[src/rtl/uart_tx_scheduler.sv]
// uart_tx_scheduler: round-robin arbiter sharing one UART transmitter among NUM_REQ byte producers, with packet lock.
// Latency: req_valid sampled at edge k -> tx_start high after edge k; every output is registered.
// Backpressure: a requester holds valid/data until its one-cycle req_ready; nothing is granted while tx_busy=1.
module uart_tx_scheduler #(
    parameter int NUM_REQ       = 2,
    parameter int START_TIMEOUT = 16,
    parameter int LOCK_WAIT     = 32
) (
    input  logic                 i_clock,
    input  logic                 i_reset,
    input  logic [NUM_REQ-1:0]   i_req_valid,
    input  logic [8*NUM_REQ-1:0] i_req_data,
    input  logic [NUM_REQ-1:0]   i_req_last,
    output logic [NUM_REQ-1:0]   o_req_ready,
    output logic                 o_tx_start,
    output logic [7:0]           o_tx_data,
    input  logic                 i_tx_busy,
    output logic [1:0]           o_grant_id,
    output logic                 o_active,
    output logic                 o_start_err
);

    localparam int CNT_MAX = (START_TIMEOUT > LOCK_WAIT) ? START_TIMEOUT : LOCK_WAIT;
    localparam int CW      = $clog2(CNT_MAX + 1);
    localparam logic [1:0] LAST_IDX = 2'(NUM_REQ - 1);

    typedef enum logic [1:0] {S_IDLE, S_START, S_WAIT_DONE, S_HOLD} state_t;

    state_t               r_state;
    state_t               w_next;
    logic [1:0]           r_rr;
    logic [1:0]           r_grant;
    logic                 r_lock;
    logic [CW-1:0]        r_cnt;
    logic                 r_tx_start;
    logic [7:0]           r_tx_data;
    logic [NUM_REQ-1:0]   r_req_ready;
    logic                 r_active;
    logic                 r_start_err;

    // Requester buses widened to the 4-requester maximum so a 2-bit index always fits exactly.
    logic [3:0]  w_v4;
    logic [3:0]  w_l4;
    logic [31:0] w_d4;
    logic [1:0]  w_winner;
    logic        w_any;
    logic [2:0]  w_sum;
    logic [1:0]  w_sel;
    logic [7:0]  w_byte;
    logic        w_valid_g;
    logic        w_last_g;
    logic [1:0]  w_next_rr;
    logic        w_issue;
    logic        w_ack;
    logic        w_tmo;
    logic        w_lock_exp;

    assign w_v4      = 4'(i_req_valid);
    assign w_l4      = 4'(i_req_last);
    assign w_d4      = 32'(i_req_data);
    assign w_sel     = (r_state == S_IDLE) ? w_winner : r_grant;
    assign w_byte    = w_d4[{w_sel, 3'b000} +: 8];
    assign w_valid_g = w_v4[r_grant];
    assign w_last_g  = w_l4[r_grant];
    assign w_next_rr = (r_grant == LAST_IDX) ? 2'd0 : r_grant + 2'd1;

    // Round-robin pick: scan offsets from the far end so the nearest valid requester at/after r_rr wins.
    always_comb begin
        w_any    = 1'b0;
        w_winner = r_rr;
        w_sum    = '0;
        for (int k = NUM_REQ - 1; k >= 0; k--) begin
            w_sum = {1'b0, r_rr} + 3'(k);
            if (w_sum >= 3'(NUM_REQ)) begin
                w_sum = w_sum - 3'(NUM_REQ);
            end
            if (w_v4[w_sum[1:0]]) begin
                w_any    = 1'b1;
                w_winner = w_sum[1:0];
            end
        end
    end

    // Event decode shared by next-state and register logic; a byte is only issued to an idle transmitter.
    always_comb begin
        w_issue    = !i_tx_busy && (((r_state == S_IDLE) && w_any) || ((r_state == S_HOLD) && w_valid_g));
        w_ack      = (r_state == S_START) && i_tx_busy;
        w_tmo      = (r_state == S_START) && !i_tx_busy && (r_cnt == CW'(START_TIMEOUT - 1));
        w_lock_exp = (r_state == S_HOLD) && !w_valid_g && (r_cnt == CW'(LOCK_WAIT - 1));
    end

    // State register.
    always_ff @(posedge i_clock) begin
        if (i_reset) begin
            r_state <= S_IDLE;
        end else begin
            r_state <= w_next;
        end
    end

    // Next-state logic.
    always_comb begin
        w_next = r_state;
        case (r_state)
            S_IDLE:      if (w_issue) w_next = S_START;
            S_START:     if (w_ack) w_next = S_WAIT_DONE;
                         else if (w_tmo) w_next = S_IDLE;
            S_WAIT_DONE: if (!i_tx_busy) w_next = r_lock ? S_HOLD : S_IDLE;
            S_HOLD:      if (w_issue) w_next = S_START;
                         else if (w_lock_exp) w_next = S_IDLE;
            default:     w_next = S_IDLE;
        endcase
    end

    // Registered outputs, arbitration pointer, lock flag and the shared START/HOLD cycle counter.
    always_ff @(posedge i_clock) begin
        if (i_reset) begin
            r_rr        <= '0;
            r_grant     <= '0;
            r_lock      <= 1'b0;
            r_cnt       <= '0;
            r_tx_start  <= 1'b0;
            r_tx_data   <= '0;
            r_req_ready <= '0;
            r_active    <= 1'b0;
            r_start_err <= 1'b0;
        end else begin
            r_req_ready <= '0;
            r_start_err <= 1'b0;
            r_active    <= (w_next != S_IDLE);
            case (r_state)
                S_IDLE, S_HOLD: begin
                    if (w_issue) begin
                        r_grant    <= w_sel;
                        r_tx_data  <= w_byte;
                        r_tx_start <= 1'b1;
                        r_cnt      <= '0;
                    end else if (r_state == S_HOLD) begin
                        if (w_valid_g) begin
                            r_cnt <= '0;
                        end else if (w_lock_exp) begin
                            r_lock <= 1'b0;
                            r_rr   <= w_next_rr;
                        end else begin
                            r_cnt <= r_cnt + CW'(1);
                        end
                    end
                end
                S_START: begin
                    if (w_ack) begin
                        r_tx_start  <= 1'b0;
                        r_req_ready <= NUM_REQ'(4'b0001 << r_grant);
                        r_lock      <= !w_last_g;
                    end else if (w_tmo) begin
                        // Byte stays with its requester and is retried from IDLE.
                        r_tx_start  <= 1'b0;
                        r_start_err <= 1'b1;
                        r_lock      <= 1'b0;
                    end else begin
                        r_cnt <= r_cnt + CW'(1);
                    end
                end
                S_WAIT_DONE: begin
                    if (!i_tx_busy) begin
                        if (r_lock) begin
                            r_cnt <= '0;
                        end else begin
                            r_rr <= w_next_rr;
                        end
                    end
                end
                default: ;
            endcase
        end
    end

    assign o_req_ready = r_req_ready;
    assign o_tx_start  = r_tx_start;
    assign o_tx_data   = r_tx_data;
    assign o_grant_id  = r_grant;
    assign o_active    = r_active;
    assign o_start_err = r_start_err;

endmodule

[config.mk]
export PLATFORM = sky130hd
export DESIGN_NAME = uart_tx_scheduler
export DESIGN_NICKNAME = d
export VERILOG_FILES = /design/src/rtl/uart_tx_scheduler.sv
export SDC_FILE = /design/constraint.sdc
export NUM_CORES = 1
export LEC_CHECK = 0
export ABC_AREA = 1
export CAP_MARGIN = 20
export CORE_ASPECT_RATIO = 1.25
export CORE_MARGIN = 8
export CORE_UTILIZATION = 45
export CTS_CLUSTER_DIAMETER = 40
export DETAILED_ROUTE_END_ITERATION = 8
export HOLD_SLACK_MARGIN = 0.08
export PLACE_DENSITY = 0.83
export SYNTH_ARGS = -nofsm -noshare
export SYNTH_HDL_FRONTEND = slang
export SYNTH_SLANG_ARGS = --single-unit
[constraint.sdc]
create_clock -name i_clock -period 1.8 [get_ports i_clock]
set_input_delay 0.18 -clock i_clock [delete_from_list [all_inputs] [get_ports i_clock]]
set_output_delay 0.18 -clock i_clock [all_outputs]
set_load 0.02 [all_outputs]
==> impl_metrics.json <==
{
  "setup_viol": 0,
  "cts_tree": "yes",
  "slew_violations": 0,
  "layout-drive-gt1-share_pct": 16.2,
  "clock_latency_ns": 0.28,
  "cp.arrival_ns": 1.97,
  "ys.flop_type": "dfxtp_1",
  "cts_hold_buf": 0,
  "grt_pass1_wl_microns": 7090,
  "worstMarginPinSlew_ns": 0.344,
  "synth_area_sq_um": 1710,
  "antennaDiodeCount": 0,
  "route.met3.wl_microns": 297,
  "drt_iter0_markers": 107,
  "max_freq_mhz": 572,
  "critPathMaxFanout": 5,
  "cts_buffers": 3,
  "grt_usage_pct": 13.9,
  "start_kind": "register",
  "status": "completed",
  "cts.sinks": 26,
  "utilization_pct": 62.8,
  "die_h_microns": 85.0,
  "final_antenna_net_count": 0,
  "slew_headroom_pct": 77.0,
  "ir_drop_mv": 0.520,
  "num_rows": 25,
  "gp_congestion": 0.910,
  "topRoutingLayerUsed": "met4",
  "nets": 344,
  "cts_root_buf": "clkbuf_8",
  "finalCriticalPeriod_ns": 1.75,
  "routed_wl_microns": 4640,
  "grt_antenna_before_repair": 0,
  "clk_pin_slew_ns": 0.09,
  "wl_met1_microns": 1900,
  "coreArea_sq_um": 3720,
  "ys_seq_elements": 26,
  "grt_pass1_vias": 1626,
  "hold_class": "register to register",
  "wl_met2_microns": 2340,
  "detail_route.wl_per_cell_microns": 13.1,
  "via_per_inst": 5.26,
  "async_reset_ff_share_pct": 0,
  "dieArea_sq_um": 6050,
  "hold_viol": 0,
  "cp-end-kind": "register",
  "initial_core_util_pct": 46.0,
  "required_ns": 2.02,
  "fill_cells": 328,
  "syn2layout_area_growth_pct": 36.5,
  "grt-ovfl-total": 0,
  "syn_inst": 259,
  "yosysWarnings": 0,
  "pin_count": 38,
  "die_w_microns": 71.2,
  "cellLeakagePower_nw": 1.10,
  "synth_edf_count": 0,
  "firstDrtPassIters": 4,
  "critical_path_class": "register to register",
  "drc_errors": 0,
  "power_density_nw_per_um2": 1150,
  "port_buffers": 37,
  "hpwl_microns": 3360,
  "syn_area_per_cell_sq_um": 6.61,
  "syn_nets": 288,
  "grt_max_degree": 18,
  "vias": 1863,
  "h-tree-depth": 1,
  "finalPower_w": 0.00270,
  "max_cap_violations": 0,
  "ys_seq_area_share_pct": 30.4,
  "cts_max_path_buffers": 2,
  "synth_cell_types": 27,
  "period_share_pct": 97.1,
  "finClkSkew_ns": 0.00336
}
## synthesized netlist by cell type, types with 4 or more instances
cell type | n | area (sq um)
o21ai_0 | 24 | 120
inv_1 | 33 | 124
nand2_1 | 69 | 259
and2_1 | 8 | 50.1
dfxtp_1 | 26 | 521
ha_1 | 6 | 75.1
nand4_1 | 9 | 56.3
a21oi_1 | 7 | 35.0
nand2_2 | 4 | 25.0
nor2_1 | 29 | 109
nand3_2 | 5 | 50.1
nand3_1 | 17 | 85.1
nand2_4 | 4 | 45.0
## through the flow
| step | cells | hold slack, ns | setup TNS, ns | setup WS (ns) | instance area (sq um) |
|---|---|---|---|---|---|
| global placement | 345 | 0.468 | -0.192 | -0.0362 | 2200 |
| finish | 354 | 0.481 | 0 | 0.0523 | 2340 |
| detailed placement | 345 | 0.467 | -0.393 | -0.0812 | 2200 |
| floorplan | 259 | 0.249 | 0 | 0.0989 | 1710 |
| global route | 354 | 0.513 | -0.0678 | -0.0485 | 2340 |
| CTS | 349 | 0.484 | 0 | 0.0447 | 2270 |
## path summary, 6_finish.rpt
check	depth (start not counted)	start	to	slack (ns)
hold / removal	2	r_lock	r_lock	0.48
hold reg to reg	2	r_lock	r_lock	0.48
setup / recovery	8	r_state[0]	o_tx_data[6]	0.05
setup reg to reg	8	r_state[0]	o_tx_data[6]	0.05
## final cells by class
class                           count  area, sq um  share of cell area, %
Timing Repair Buffer               53          494                   21.2
Sequential cell                    26          520                   22.3
Multi-Input combinational cell    196         1070                   45.6
Inverter                           35          134                   5.73
Tap cell                           40         50.0                   2.14
Clock inverter                      1         30.0                   1.29
Clock buffer                        3         41.3                   1.77
## metal layers
layer | up-vias | GRT usage (%)
met5 | - | 0
met4 | 0 | 5.31
met3 | 9 | 3.07
met2 | 62 | 24.5
met1 | 850 | 15.7
li1 | 942 | -
## cell families after synthesis
family / Yosys count / synth area share, %
AND/OR/NAND/NOR: 150 / 42.9
buffers and inverters: 40 / 10.2
AO/OA/AOI/OAI: 36 / 11.6
flip-flops: 26 / 30.4
adder cells (fa/ha/maj): 6 / 4.39
XOR/XNOR: 1 / 0.512
## what timing repair did
| item | 4_1_cts | 5_1_grt |
|---|---|---|
| resized for setup | 0 | 15 |
| setup endpoints to repair | 0 | 15 |
| buffers inserted | 0 | 2 |
## where the power goes
group | internal, W | switching [W]
sequential | 0.000689 | 0.0000904
combinational | 0.000579 | 0.000845
clock | 0.000298 | 0.000195
## state kept, by name, indices dropped and copies added (netlist names)
name / cells
o_grant_id: 2
r_cnt: 6
o_start_err: 1
r_lock: 1
o_tx_start: 1
r_rr: 2
r_state: 2
o_tx_data: 8
o_req_ready: 2
o_active: 1
## worst max-delay path, cell delays in order, from the launching register on
cell and delay (ns):
dfxtp_1 0.34, inv_1 0.14, ha_2 0.23, buf_4 0.14, nor2_1 0.06, a41oi_2 0.26, nand3_2 0.17, o21ai_0 0.21
and2_1 0.15
## layout by cell type (no fill, tap or decap), drive strengths merged
cell type | synthesis | routed
nand4 | 9 | 9
ha | 6 | 6
xnor2 | 1 | 1
bufinv | 0 | 1
or2 | 1 | 1
a21oi | 9 | 9
o21ai | 26 | 26
buf | 5 | 16
dfxtp | 26 | 26
nor2 | 30 | 30
inv | 35 | 35
nand3 | 24 | 25
nand3b | 1 | 1
a41oi | 1 | 1
nand2 | 77 | 79
and2 | 8 | 8
clkdlybuf4s50 | 0 | 37
clkbuf | 0 | 3
No activity file was read; power rests on OpenSTA's default activity.
